===== src/rtl/eye_tracker_pkg.sv =====
// Shared definitions for the EyeTracker host command front-end.
// State encoding, command field positions and response bytes.
package eye_tracker_pkg;

    typedef enum logic [2:0] {
        IDLE      = 3'd0,
        WAIT_DATA = 3'd1,
        WRITE     = 3'd2,
        READ      = 3'd3,
        SEND      = 3'd4
    } host_state_e;

    localparam int CMD_WR_BIT   = 7;
    localparam int CMD_RSVD_MSB = 6;
    localparam int CMD_RSVD_LSB = 2;
    localparam int CMD_ADDR_MSB = 1;

    localparam logic [7:0] ACK = 8'h06;
    localparam logic [7:0] NAK = 8'h15;

endpackage


===== src/rtl/eye_tracker_timeout.sv =====
// Inter-byte timeout counter: clears, counts while enabled and
// flags the cycle in which the count reaches TIMEOUT_CYCLES-1.
module eye_tracker_timeout #(
    parameter int TIMEOUT_CYCLES = 1000000
) (
    input  logic clk,
    input  logic rst_n,
    input  logic clr,
    input  logic en,
    output logic done
);
    localparam int CW = (TIMEOUT_CYCLES > 1) ? $clog2(TIMEOUT_CYCLES) : 1;

    logic [CW-1:0] cnt_d, cnt_q;

    always_comb begin
        cnt_d = cnt_q;
        if (clr) begin
            cnt_d = '0;
        end else if (en) begin
            cnt_d = cnt_q + 1'b1;
        end
    end

    always_ff @(posedge clk or negedge rst_n) begin
        if (!rst_n) begin
            cnt_q <= '0;
        end else begin
            cnt_q <= cnt_d;
        end
    end

    assign done = en && (cnt_q == CW'(TIMEOUT_CYCLES - 1));

endmodule


===== src/rtl/eye_tracker_host_if.sv =====
// Host byte-stream front-end: decodes UART commands into one-cycle
// register strobes and returns ACK/NAK or read data to the transmitter.
module eye_tracker_host_if
    import eye_tracker_pkg::*;
#(
    parameter int          DATA_WIDTH     = 8,
    parameter int          WE_WIDTH       = 4,
    parameter int          RE_WIDTH       = 4,
    parameter int          TIMEOUT_CYCLES = 1000000,
    parameter logic [7:0]  ACK_BYTE       = ACK,
    parameter logic [7:0]  NAK_BYTE       = NAK
) (
    input  logic                  CLK,
    input  logic                  RST_N,
    input  logic                  iRX_VALID,
    input  logic [DATA_WIDTH-1:0] iRX_DATA,
    output logic                  oTX_VALID,
    output logic [DATA_WIDTH-1:0] oTX_DATA,
    input  logic                  iTX_READY,
    output logic [WE_WIDTH-1:0]   oWE_BIT,
    output logic [RE_WIDTH-1:0]   oRE_BIT,
    output logic [DATA_WIDTH-1:0] oDATA,
    input  logic [DATA_WIDTH-1:0] iRD,
    output logic                  oRX_DROP
);
    host_state_e           state_d, state_q;
    logic [CMD_ADDR_MSB:0] addr_d, addr_q;
    logic [DATA_WIDTH-1:0] data_d, data_q;
    logic [DATA_WIDTH-1:0] tx_d, tx_q;
    logic                  drop_d, drop_q;
    logic                  tmr_clr, tmr_en, tmr_done;

    eye_tracker_timeout #(
        .TIMEOUT_CYCLES(TIMEOUT_CYCLES)
    ) u_timeout (
        .clk  (CLK),
        .rst_n(RST_N),
        .clr  (tmr_clr),
        .en   (tmr_en),
        .done (tmr_done)
    );

    always_comb begin
        state_d = state_q;
        addr_d  = addr_q;
        data_d  = data_q;
        tx_d    = tx_q;
        drop_d  = 1'b0;
        tmr_clr = 1'b0;
        tmr_en  = 1'b0;
        unique case (state_q)
            IDLE: begin
                tmr_clr = 1'b1;
                if (iRX_VALID) begin
                    if (iRX_DATA[CMD_RSVD_MSB:CMD_RSVD_LSB] != '0) begin
                        tx_d    = DATA_WIDTH'(NAK_BYTE);
                        state_d = SEND;
                    end else begin
                        addr_d  = iRX_DATA[CMD_ADDR_MSB:0];
                        state_d = iRX_DATA[CMD_WR_BIT] ? WAIT_DATA : READ;
                    end
                end
            end
            WAIT_DATA: begin
                // A byte arriving on the terminal cycle still wins.
                if (iRX_VALID) begin
                    data_d  = iRX_DATA;
                    state_d = WRITE;
                end else begin
                    tmr_en = 1'b1;
                    if (tmr_done) begin
                        tx_d    = DATA_WIDTH'(NAK_BYTE);
                        state_d = SEND;
                    end
                end
            end
            WRITE: begin
                drop_d  = iRX_VALID;
                tx_d    = DATA_WIDTH'(ACK_BYTE);
                state_d = SEND;
            end
            READ: begin
                drop_d  = iRX_VALID;
                tx_d    = iRD;
                state_d = SEND;
            end
            SEND: begin
                drop_d = iRX_VALID;
                if (iTX_READY) begin
                    state_d = IDLE;
                end
            end
            default: state_d = IDLE;
        endcase
    end

    always_ff @(posedge CLK or negedge RST_N) begin
        if (!RST_N) begin
            state_q <= IDLE;
            addr_q  <= '0;
            data_q  <= '0;
            tx_q    <= '0;
            drop_q  <= 1'b0;
        end else begin
            state_q <= state_d;
            addr_q  <= addr_d;
            data_q  <= data_d;
            tx_q    <= tx_d;
            drop_q  <= drop_d;
        end
    end

    // Strobes decode straight from state so reset cuts them at once.
    assign oWE_BIT   = (state_q == WRITE) ? (WE_WIDTH'(1) << addr_q) : '0;
    assign oRE_BIT   = (state_q == READ) ? (RE_WIDTH'(1) << addr_q) : '0;
    assign oTX_VALID = (state_q == SEND);
    assign oTX_DATA  = tx_q;
    assign oDATA     = data_q;
    assign oRX_DROP  = drop_q;

endmodule


===== config.mk =====
export PLATFORM = sky130hd
export DESIGN_NAME = eye_tracker_host_if
export DESIGN_NICKNAME = d
export VERILOG_FILES = /design/src/rtl/eye_tracker_pkg.sv /design/src/rtl/eye_tracker_timeout.sv /design/src/rtl/eye_tracker_host_if.sv
export SDC_FILE = /design/constraint.sdc
export NUM_CORES = 1
export LEC_CHECK = 0
export ABC_AREA = 0
export BUFFER_PORTS_ARGS = -buffer_cell sky130_fd_sc_hd__buf_4
export CORE_ASPECT_RATIO = 0.5
export CORE_MARGIN = 4
export CORE_UTILIZATION = 53
export DETAILED_ROUTE_END_ITERATION = 8
export PLACE_DENSITY = 0.87
export SLEW_MARGIN = 10
export SYNTH_ARGS = -nofsm -noshare
export SYNTH_HDL_FRONTEND = slang
export SYNTH_SLANG_ARGS = --single-unit

===== constraint.sdc =====
create_clock -name CLK -period 2.9 [get_ports CLK]
set_input_delay 0.87 -clock CLK [delete_from_list [all_inputs] [get_ports CLK]]
set_output_delay 0.87 -clock CLK [all_outputs]
set_load 0.05 [all_outputs]

Word-level counts from Yosys, hierarchy flattened. Index checks and enable logic that the tools add are counted.

Eq/ne operators: 11. Shift-type cells: 1. Reductions and logical operators: 11. Add/sub/neg operators: 1. Bitwise logic cells: 1. Mux-type cells: 20.

Operators by type and width (count): 2-to-1 mux 20 bit (2); 2-to-1 mux 8 bit (4); case mux 8 bit (4 select lines) (1); adder 20 x 1 -> 20 bit, second input constant (1); == test 20 bit, second input constant (1); 2-to-1 mux 3 bit (5); case mux 3 bit (4 select lines) (1); 2-to-1 mux 4 bit (2); inequality test 2 bit, second input constant (4); == test 3 x 2 -> 1 bit, second input constant (2); AND reduction 3 bit (2); AND reduction 5 bit (1); nonzero test 5 bit (1); 2-to-1 mux 1 bit (4); nonzero test 4 bit (1); << shifter 1 x 2 -> 4 bit, first input constant (1); == test 3 x 1 -> 1 bit, second input constant (1); == test 3 bit, second input constant (1); logical NOT 3 bit (1); inequality test 3 bit, second input constant (1); OR reduction 3 bit (1); 2-to-1 mux 2 bit (1); inequality test 2 x 1 -> 1 bit, second input constant (1); AND reduction 2 bit (1); 4 further kinds (4).

Register bits after elaboration: 42. Output and inout port bits: 26. Bits of input ports: 20. Word-level logic and storage cells: 51.

Longest topological paths before layout. Gate-level depths: netlist of the first run.

Depth after elaboration: 6. Gate-level depth with buffers: 6.

Modules after synthesis. A second synthesis of the first run with hierarchy kept.

Cells, all modules: 219. Area, all modules: 2275.9 um2.

By module, submodules not included: eye_tracker_host_if (times used 1, sequential area each 550.5 um2, area each 1179.9 um2, cells an instance 110); eye_tracker_timeout (times used 1, sequential area each 500.5 um2, area each 1096.1 um2, cells an instance 109).

Least setup slack after synthesis of the first run. No wires, ideal clock.

Path type: register to output. From: register state_q[2]. To: output oWE_BIT[0]. Required time: 2.030 ns. Setup slack: -0.247 ns. Path buffers: 1. Stages on the path, launching flop included: 4. Data arrival time: 2.277 ns. Path through: dfrtp_1 clkbuf_1 nand2b_1 nor4_1.

Word-level cells in the longest chain between the ends: 2.

RTL lines: start, declared (RTL line eye_tracker_host_if.sv:26) `host_state_e state_d, state_q;`; start signal, assigned (RTL line eye_tracker_host_if.sv:105) `state_q <= state_d;`; == test 3 x 2 -> 1 bit (RTL line eye_tracker_host_if.sv:114) `assign oWE_BIT = (state_q == WRITE) ? (WE_WIDTH'(1) << addr_q) : '0;`; 2-to-1 mux 4 bit (RTL line eye_tracker_host_if.sv:114); end, declared (RTL line eye_tracker_host_if.sv:20) `output logic [WE_WIDTH-1:0] oWE_BIT,`.

No other way between the ends.

Final worst setup path of the first run.
From: register state_q[1]. To: output oRE_BIT[0].

Word-level cells in the longest chain between the ends: 2.

RTL lines: == test 3 x 2 -> 1 bit (RTL line eye_tracker_host_if.sv:115) `assign oRE_BIT = (state_q == READ) ? (RE_WIDTH'(1) << addr_q) : '0;`; 2-to-1 mux 4 bit (RTL line eye_tracker_host_if.sv:115); end, declared (RTL line eye_tracker_host_if.sv:21) `output logic [RE_WIDTH-1:0] oRE_BIT,`.

No other way between the ends.

==> results of run 1 <==
## area by class of cell
cell class | count | area, sq um
clock inverter | 1 | 30.0
inverter | 8 | 30.0
multi-input combinational | 144 | 927
timing repair buffer | 51 | 383
sequential | 42 | 1050
tap | 51 | 63.8
clock buffer | 7 | 76.3
fill | 246 | 986
## synth_stat cells (3+ instances only)
cell,count
a22o_1,6
nand3_1,8
xnor2_1,6
a21oi_1,20
nand2b_1,5
nand4_1,3
nor3_1,10
nor4_1,5
inv_1,8
nor2_1,12
or4_1,6
mux2_2,10
or3_1,9
nand2_1,13
o31ai_1,3
dfrtp_1,42
o21ai_0,10
clkbuf_1,6
## kinds of logic (layout without fill, tap and decap cells)
family | count (synthesis) | count (layout) | share of synthesized area [%]
mux | 11 | 11 | 6.04
buf+inv | 16 | 67 | 3.08
xor+xnor | 7 | 7 | 3.02
compound gates | 43 | 43 | 12.8
simple gates | 82 | 82 | 22.7
fa+ha+maj | 1 | 1 | 0.616
flops | 42 | 42 | 51.8
## registers in the layout, summed over array words and instances (netlist names)
signal,count
oDATA,8
state_q,3
oRX_DROP,1
addr_q,2
oTX_DATA,8
u_timeout.cnt_q,20
## where the power goes
group | total (mW) | internal, mW | switching [mW]
Combinational | 0.214 | 0.0751 | 0.139
Clock | 0.443 | 0.258 | 0.186
Sequential | 0.635 | 0.609 | 0.0263
## per-layer routing
layer | share of wire, % | track usage [%]
met5 | 0 | 0
met4 | 0.34 | 5.42
met3 | 4.1 | 4.91
met2 | 50 | 36.8
met1 | 45 | 26.4
## metrics by stage
stage	setup WS [ns]	cell area (sq um)	cells	total power, mW	hold slack (ns)
finish	0.304	2560	304	1.29	0.509
global route	0.130	2560	304	1.35	0.519
CTS	0.302	2560	304	1.30	0.509
detailed placement	0.154	2450	296	0.861	0.492
global placement	0.206	2450	296	0.852	0.485
floorplan	0.0346	2040	202	0.770	0.513
## worst register-to-register path, cell delays in order (launching register included)
cell     delay [ns]
dfrtp_1        0.52
or4b_4         0.59
or4_1          0.57
or4_1          0.45
a21oi_1        0.15
## worst max path at each step
| stage | to | depth (start not counted) |
|---|---|---|
| after detailed placement | u_timeout.cnt_q[18] | 5 |
| after floorplan | oRE_BIT[0] | 4 |
| after CTS | oRE_BIT[0] | 4 |
| final | oRE_BIT[0] | 4 |
| after global routing | oRE_BIT[0] | 4 |
| after global placement | u_timeout.cnt_q[18] | 5 |
==> impl_metrics.py, run 1 <==
metrics = {
    "timing": {
        "skew_ns": 0.00321,
        "hold_violations": 0,
        "timing.final.crit_share_pct": 89.5,
        "fmax_mhz": 385,
        "tightest_slew_ns": 0.536,
        "tns_ns": 0,
        "final-setup-viol-count": 0,
        "grt_setup_unrepaired": "no",
        "slew_viol_final": 0,
        "period_needed_ns": 2.60,
        "max_slew_margin_pct": 63.8,
    },
    "grt": {
        "grt_pass1_vias": 1728,
        "grt_pass1_wl_mm": 8.05,
        "gr-usage-all-layers_pct": 21.0,
        "antenna_found_initial": 0,
        "gr-total-overflow": 0,
        "grt_max_degree": 43,
    },
    "clock_tree": {
        "clkTransAtPathRegs_ns": 0.07,
        "cts_tree": "done",
        "cts_max_level": 2,
        "cts_resized": 0,
        "postCtsSetupBuffers": 0,
        "cts_sinks": 42,
        "clk_latency_ns": 0.28,
        "cts_root_buf": "clkbuf_8",
        "hold_buffers": 0,
        "clockBufferDepth": 2,
        "numCtsBuffers": 5,
    },
    "floorplanning": {
        "fp.dieW_um": 95.5,
        "num_io_pins": 46,
        "die_area_sq_um": 4940,
        "rows": 15,
        "initial_core_util_pct": 57.2,
        "fp.coreArea_sq_um": 3550,
        "die_h_um": 51.8,
    },
    "logic_synthesis": {
        "syn-num-nets": 223,
        "ys_async_sr_fraction_pct": 100,
        "netlist_top_cells_area": "dfrtp_1 (52%), mux2_2 (5.5%), a21oi_1 (4.9%)",
        "postSynthCellCount": 202,
        "seq_area_frac_synth_pct": 51.8,
        "ys_warn_count": 0,
        "postSynthAreaPerCell_sq_um": 10.0,
        "synth_edf_count": 0,
        "ys_types": 35,
        "synth-seq-cells": 42,
        "yosysTopAreaCellShare_pct": 51.8,
        "synthFlopType": "dfrtp_1",
        "synth_area_sq_um": 2030,
        "synth_area_leader_cell": "dfrtp_1",
    },
    "critical_path": {
        "crit_required_ns": 2.03,
        "crit_fanout": 11,
        "critPathBufInv": 1,
        "worstReg2RegEnd": "u_timeout.cnt_q[18]",
        "start_kind": "flip-flop",
        "crit_arrival_ns": 1.73,
        "crit_start": "state_q[1]",
        "cp_top_family": "simple AND/OR/NAND/NOR gates",
        "path_class": "flip-flop to output pin",
        "cp_slowest_cell": "dfrtp_1",
        "cpPeakStageDelay_ns": 0.58,
        "reg2reg_slack_ns": 0.55,
        "end_kind": "output pin",
        "reg2reg_from": "state_q[1]",
        "rr_worst_depth": 4,
        "path_cells": "nor2b_1 -> nand2_1 -> nor3_1 -> buf_4",
    },
    "detailed_routing": {
        "drc": 0,
        "routed_via_density": 5.66,
        "avgRoutedWirePerCell_um": 15.5,
        "firstDrtPassIters": 4,
        "first_iter_violations": 76,
        "wirelength_mm": 4.72,
        "vias": 1721,
        "final_antenna_net_count": 0,
    },
    "run_status": {
        "status": "finished, final reports clean",
    },
    "placed_design": {
        "gp_congestion": 0.836,
        "hpwlAfterDp_mm": 3.40,
        "port_buffers": 45,
    },
    "power_and_ir_drop": {
        "p_leak_nw": 1.13,
        "cellPowerDensity_nw_per_um2": 505,
        "vdd_ir_drop_max_mv": 0.432,
    },
    "hold_path": {
        "hold_depth": 1,
        "hold_path.class": "flip-flop to flip-flop",
        "min_from": "oTX_DATA[7]",
        "hold_path_end": "oTX_DATA[7]",
    },
    "cells_and_area": {
        "fin_nets": 273,
        "drive_above_1_share_pct": 28.5,
        "post-route-util_pct": 72.2,
        "final_common_cell": "buf_4",
        "antenna_cells": 0,
        "area_growth_pct": 26.2,
        "final_cell_mix": "buf_4 (51), dfrtp_1 (42), a21oi_1 (20), nand2_1 (13), nor2_1 (12)",
    },
    "run": {
        "cap_violations": 0,
    },
}
Note: power is estimated with default switching activity, not from simulation.
==> inputs of run 2 (changes only) <==
--- a/config.mk
+++ b/config.mk
@@ -9,9 +9,9 @@
 export BUFFER_PORTS_ARGS = -buffer_cell sky130_fd_sc_hd__buf_4
 export CORE_ASPECT_RATIO = 0.5
 export CORE_MARGIN = 4
-export CORE_UTILIZATION = 53
+export CORE_UTILIZATION = 48
 export DETAILED_ROUTE_END_ITERATION = 8
-export PLACE_DENSITY = 0.87
+export PLACE_DENSITY = 0.84
 export SLEW_MARGIN = 10
 export SYNTH_ARGS = -nofsm -noshare
 export SYNTH_HDL_FRONTEND = slang
==> constraint.sdc (replaced) <==
create_clock -name CLK -period 2.1 [get_ports CLK]
set_input_delay 0.63 -clock CLK [delete_from_list [all_inputs] [get_ports CLK]]
set_output_delay 0.63 -clock CLK [all_outputs]
set_load 0.1 [all_outputs]
==> run 2 against run 1 <==
Effect of this change: the run now ends with setup timing left; worst hold slack got worse by 0.21 ns; flip-flop and latch count unchanged; first-iteration DRC count grew 71%; global-route usage increased by 0.69 points; non-clock buffer count increased by 20; count of clock-buffer cells in the layout down 1; sequential share of layout area down 5.4 points; final cell count grew 7.2%; routed wire length is 22% higher; setup slack got worse by 0.39 ns; highest routed layer unchanged.
==> impl_metrics.py, run 2 (synthesized netlist as in run 1, its figures left out) <==
metrics = {
    "timing": {
        "post-route-worst-setup-slack_ns": -0.0836,
        "hold_violations": 0,
        "holdWs_ns": 0.299,
        "max_slew_margin_pct": 65.6,
        "slew_viol_final": 0,
        "tightest_slew_ns": 0.515,
        "tns_ns": -0.303,
        "timing.final.crit_share_pct": 104,
        "grt_setup_unrepaired": "yes",
        "period_needed_ns": 2.18,
        "final-setup-viol-count": 7,
        "fmax_mhz": 458,
        "skew_ns": 0.00590,
    },
    "detailed_routing": {
        "first_iter_violations": 130,
        "wl_met2_mm": 2.93,
        "route.layer.met1.wl_mm": 2.37,
        "drc": 0,
        "avgRoutedWirePerCell_um": 17.6,
        "top_layer": "met4",
        "firstDrtPassIters": 5,
        "wl_met3_um": 309,
        "routed_via_density": 5.87,
        "wirelength_mm": 5.74,
        "vias": 1914,
        "final_antenna_net_count": 0,
    },
    "critical_path": {
        "crit_top_cell": "or4_4",
        "cpPeakStageDelay_ns": 0.59,
        "path_cells": "or4b_4 -> or4_4 -> or4_4 -> a21oi_2",
        "cp_slowest_cell": "or4b_4",
        "path_class": "flip-flop to flip-flop",
        "start_kind": "flip-flop",
        "end_kind": "flip-flop",
        "crit_arrival_ns": 2.41,
        "crit_required_ns": 2.33,
        "cp_top_family": "simple AND/OR/NAND/NOR gates",
        "crit_fanout": 7,
        "critPathBufInv": 0,
    },
    "hold_path": {
        "hold_path.class": "input port to async pin",
    },
    "cells_and_area": {
        "antenna_cells": 0,
        "final_cell_mix": "buf_4 (60), dfrtp_1 (38), a21oi_1 (18), nand2_1 (12)",
        "drive_above_1_share_pct": 43.0,
        "final_common_cell": "buf_4",
        "area_growth_pct": 46.2,
        "largest_reg_flops": 20,
        "regMostFlops": "u_timeout.cnt_q",
        "final_cell_area_sq_um": 2970,
        "fin_nets": 293,
    },
    "power_and_ir_drop": {
        "vdd_ir_drop_max_mv": 0.289,
        "switching_share_pct": 32.2,
        "clockPowerShare_pct": 32.9,
        "p_leak_nw": 1.29,
        "p_switching_mw": 0.648,
        "power_frac_seq_pct": 43.9,
        "p_total_mw": 2.01,
        "cellPowerDensity_nw_per_um2": 677,
        "p_comb_share_pct": 23.2,
        "cell_internal_pwr_mw": 1.36,
    },
    "clock_tree": {
        "clkTransAtPathRegs_ns": 0.08,
        "cts_max_level": 2,
        "numCtsBuffers": 5,
        "cts_root_buf": "clkbuf_8",
        "hold_buffers": 0,
        "cts_tree": "done",
        "clk_latency_ns": 0.30,
        "cts_sinks": 42,
        "clockBufferDepth": 2,
    },
    "grt": {
        "grt_pass1_vias": 1893,
        "gr-total-overflow": 0,
        "grt_pass1_wl_mm": 8.94,
        "grt_max_degree": 43,
        "gr-usage-all-layers_pct": 21.7,
        "antenna_found_initial": 0,
    },
    "placed_design": {
        "gp_congestion": 0.841,
        "hpwlAfterDp_mm": 3.63,
        "port_buffers": 45,
        "placed_area_sq_um": 2660,
    },
    "floorplanning": {
        "die_area_sq_um": 5400,
        "fp.dieW_um": 100,
        "die_h_um": 54.0,
        "fp.coreArea_sq_um": 3980,
        "initial_core_util_pct": 50.9,
        "num_io_pins": 46,
        "rows": 16,
    },
    "run_status": {
        "violations": "setup timing",
        "status": "finished with violations",
    },
    "run": {
        "cap_violations": 0,
    },
}
==> run 2: routing by layer <==
metal  up-vias  global-route usage [%]
met4         0                    9.07
met5         -                       0
met3        20                    4.27
li1        882                       -
met1       932                    26.2
met2        80                    39.0
==> run 2: worst paths after layout <==
check / startpoint / endpoint / slack [ns] / cells after the start
worst max-delay path: state_q[1] / u_timeout.cnt_q[18] / -0.08 / 4
worst min-delay path: RST_N / oTX_DATA[0] / 0.30 / 1
worst max register to register: state_q[1] / u_timeout.cnt_q[18] / -0.08 / 4
worst min register to register: oTX_DATA[3] / oTX_DATA[3] / 0.51 / 1
max in group asynchronous: RST_N / state_q[0] / 1.42 / 1
min in group CLK: oTX_DATA[3] / oTX_DATA[3] / 0.51 / 1
==> run 2: timing repair <==
action | 4_1_cts | 5_1_grt
resized for setup | 24 | 18
endpoints found under the setup margin | 10 | 12
hold endpoints to repair | 0 | 0
setup buffers | 4 | 2
pin swaps | 4 | 2
==> run 2: worst register-to-register path, cell delays in order (launching register included) <==
cell and delay (ns):
dfrtp_1 0.46, or4b_4 0.59, or4_4 0.48, or4_4 0.45
a21oi_2 0.14
==> run 2: final cells by class <==
cell class / instances / area, sq um
multi-input combinational: 144 / 1060
sequential: 42 / 1060
fill: 257 / 1020
timing repair buffer: 71 / 643
clock buffer: 6 / 82.6
tap: 54 / 67.6
clock inverter: 1 / 30.0
inverter: 8 / 30.0
==> run 2: metrics by stage <==
stage | util (%) | setup slack (ns) | instances
CTS | 72.7 | -0.0465 | 324
detailed placement | 66.7 | -0.274 | 313
global route | 74.5 | -0.146 | 326
floorplan | - | -0.318 | 202
finish | 74.5 | -0.0836 | 326
global placement | 66.7 | -0.211 | 313
==> run 2: power by group through the flow <==
stage                     clock network, mW  registers [mW]  logic [mW]
after global routing                  0.710           0.888       0.487
after global placement                    0           0.886       0.419
after CTS                             0.662           0.876       0.444
final                                 0.661           0.882       0.466
after floorplan                           0            1.05       0.140
after detailed placement                  0           0.889       0.427
==> inputs of run 3 (changes only) <==
==> constraint.sdc (replaced) <==
create_clock -name CLK -period 2.1 [get_ports CLK]
set_input_delay 0.63 -clock CLK [delete_from_list [all_inputs] [get_ports CLK]]
set_output_delay 0.63 -clock CLK [all_outputs]
set_load 0.02 [all_outputs]
==> run 3 against run 2 <==
Effect of this change: core utilization down 6.3 points; via count down 6.9%; critical path type unchanged; the run now ends clean; worst hold slack worse by 0.0017 ns; final area is 8.4% lower; fmax grew 6.6%; die area unchanged; count of clock-buffer cells in the layout decreased by 1; non-clock buffer count decreased by 7; routed wire length is 11% lower.
==> impl_metrics.py, run 3 (synthesized netlist as in run 1, its figures left out) <==
metrics = {
    "run_status": {
        "status": "finished, final reports clean",
    },
    "critical_path": {
        "reg2reg_slack_ns": 0.05,
        "cp_top_family": "simple AND/OR/NAND/NOR gates",
        "cp_slowest_cell": "or4b_4",
        "rr_worst_depth": 4,
        "path_class": "flip-flop to flip-flop",
        "crit_required_ns": 2.34,
        "start_kind": "flip-flop",
        "critPathBufInv": 0,
        "reg2reg_from": "state_q[1]",
        "worstReg2RegEnd": "u_timeout.cnt_q[18]",
        "crit_arrival_ns": 2.29,
        "end_kind": "flip-flop",
        "cpPeakStageDelay_ns": 0.57,
        "path_cells": "or4b_4 -> or4_4 -> or4_1 -> a21oi_1",
        "crit_fanout": 8,
    },
    "grt": {
        "grt_pass1_vias": 1776,
        "grt_pass1_wl_mm": 8.23,
        "gr-usage-all-layers_pct": 19.7,
        "gr-total-overflow": 0,
        "antenna_found_initial": 0,
        "grt_max_degree": 43,
    },
    "placed_design": {
        "hpwlAfterDp_mm": 3.55,
        "place_inst": 312,
        "gp_congestion": 0.877,
        "port_buffers": 45,
    },
    "timing": {
        "timing.final.crit_share_pct": 97.6,
        "tns_ns": 0,
        "period_needed_ns": 2.05,
        "max_slew_margin_pct": 65.3,
        "final-setup-viol-count": 0,
        "fmax_mhz": 488,
        "hold_violations": 0,
        "tightest_slew_ns": 0.521,
        "grt_setup_unrepaired": "no",
        "slew_viol_final": 0,
        "skew_ns": 0.0113,
    },
    "clock_tree": {
        "clockBufferDepth": 2,
        "clkTransAtPathRegs_ns": 0.09,
        "cts_sinks": 42,
        "cts_tree": "done",
        "cts_max_level": 2,
        "clk_latency_ns": 0.31,
        "cts_root_buf": "clkbuf_8",
        "numCtsBuffers": 5,
        "postCtsSetupBuffers": 0,
    },
    "floorplanning": {
        "die_area_sq_um": 5400,
        "fp.dieW_um": 100,
        "die_h_um": 54.0,
        "initial_core_util_pct": 50.9,
        "fp.coreArea_sq_um": 3980,
        "num_io_pins": 46,
        "rows": 16,
    },
    "detailed_routing": {
        "drc": 0,
        "first_iter_violations": 93,
        "wirelength_mm": 5.11,
        "final_antenna_net_count": 0,
        "routed_via_density": 5.57,
        "vias": 1782,
        "firstDrtPassIters": 4,
        "avgRoutedWirePerCell_um": 16.0,
    },
    "cells_and_area": {
        "area_growth_pct": 33.9,
        "final_common_cell": "buf_4",
        "final_cells": 320,
        "fin_nets": 286,
        "post-route-util_pct": 68.2,
        "antenna_cells": 0,
        "drive_above_1_share_pct": 36.1,
        "largest_reg_flops": 20,
        "regMostFlops": "u_timeout.cnt_q",
        "final_cell_mix": "buf_4 (62), dfrtp_1 (42), a21oi_1 (19), nand2_1 (12)",
    },
    "power_and_ir_drop": {
        "cellPowerDensity_nw_per_um2": 654,
        "vdd_ir_drop_max_mv": 0.532,
        "p_leak_nw": 1.23,
        "p_total_mw": 1.78,
    },
    "run": {
        "cap_violations": 0,
    },
    "hold_path": {
        "hold_path.class": "input port to async pin",
    },
}
run 3: cell types whose count changed in the layout (fill, tap and decap cells not counted), sizes merged:
cell / delta
clkinv: +2
clkbuf: -1
buf: -7
run 3: worst max path at each step:
stage | from | to | slack [ns] | cells past startpoint
3_5_place_dp | iRX_VALID | u_timeout.cnt_q[18] | -0.27 | 5
5_1_grt | u_timeout.cnt_q[15] | oTX_DATA[1] | 0.003 | 6
2_1_floorplan | iRX_VALID | u_timeout.cnt_q[18] | -0.26 | 6
4_1_cts | state_q[1] | oRE_BIT[0] | 0.01 | 5
6_report | state_q[1] | u_timeout.cnt_q[18] | 0.05 | 4
3_3_place_gp | iRX_VALID | u_timeout.cnt_q[18] | -0.23 | 5
run 3: cell type report:
cell class,count,area (sq um)
clock buffer,5,68.8
clock inverter,3,40.0
fill,276,1270
inverter,8,30.0
multi-input combinational,144,972
sequential,42,1050
tap,54,67.6
timing repair buffer,64,488
run 3: metal layers:
layer / part of all wire, % / vias up / track usage (%)
met5: 0 / - / 0
met4: 1.0 / 0 / 7.71
met2: 49 / 40 / 34.4
met1: 45 / 877 / 23.8
met3: 4.6 / 7 / 5.30
li1: - / 858 / -
run 3: timing repair:
action / 4_1_cts / 5_1_grt
hold buffers: 0 / 0
gates cloned: 0 / 0
gates resized for setup: 7 / 7
setup endpoints to repair: 8 / 7
run 3: metrics by stage:
| step | setup slack (ns) | instance area (sq um) | hold slack [ns] |
|---|---|---|---|
| floorplan | -0.258 | 2050 | 0.334 |
| global placement | -0.232 | 2550 | 0.485 |
| detailed placement | -0.273 | 2550 | 0.488 |
| CTS | 0.0115 | 2690 | 0.316 |
| global route | 0.00291 | 2720 | 0.339 |
| finish | 0.0513 | 2720 | 0.297 |
run 3: report_power, final:
part	internal (mW)	total (mW)	leakage [nW]	switching (mW)
clock	0.350	0.648	0.0579	0.297
sequential	0.841	0.868	0.565	0.0267
combinational	0.114	0.262	0.611	0.149
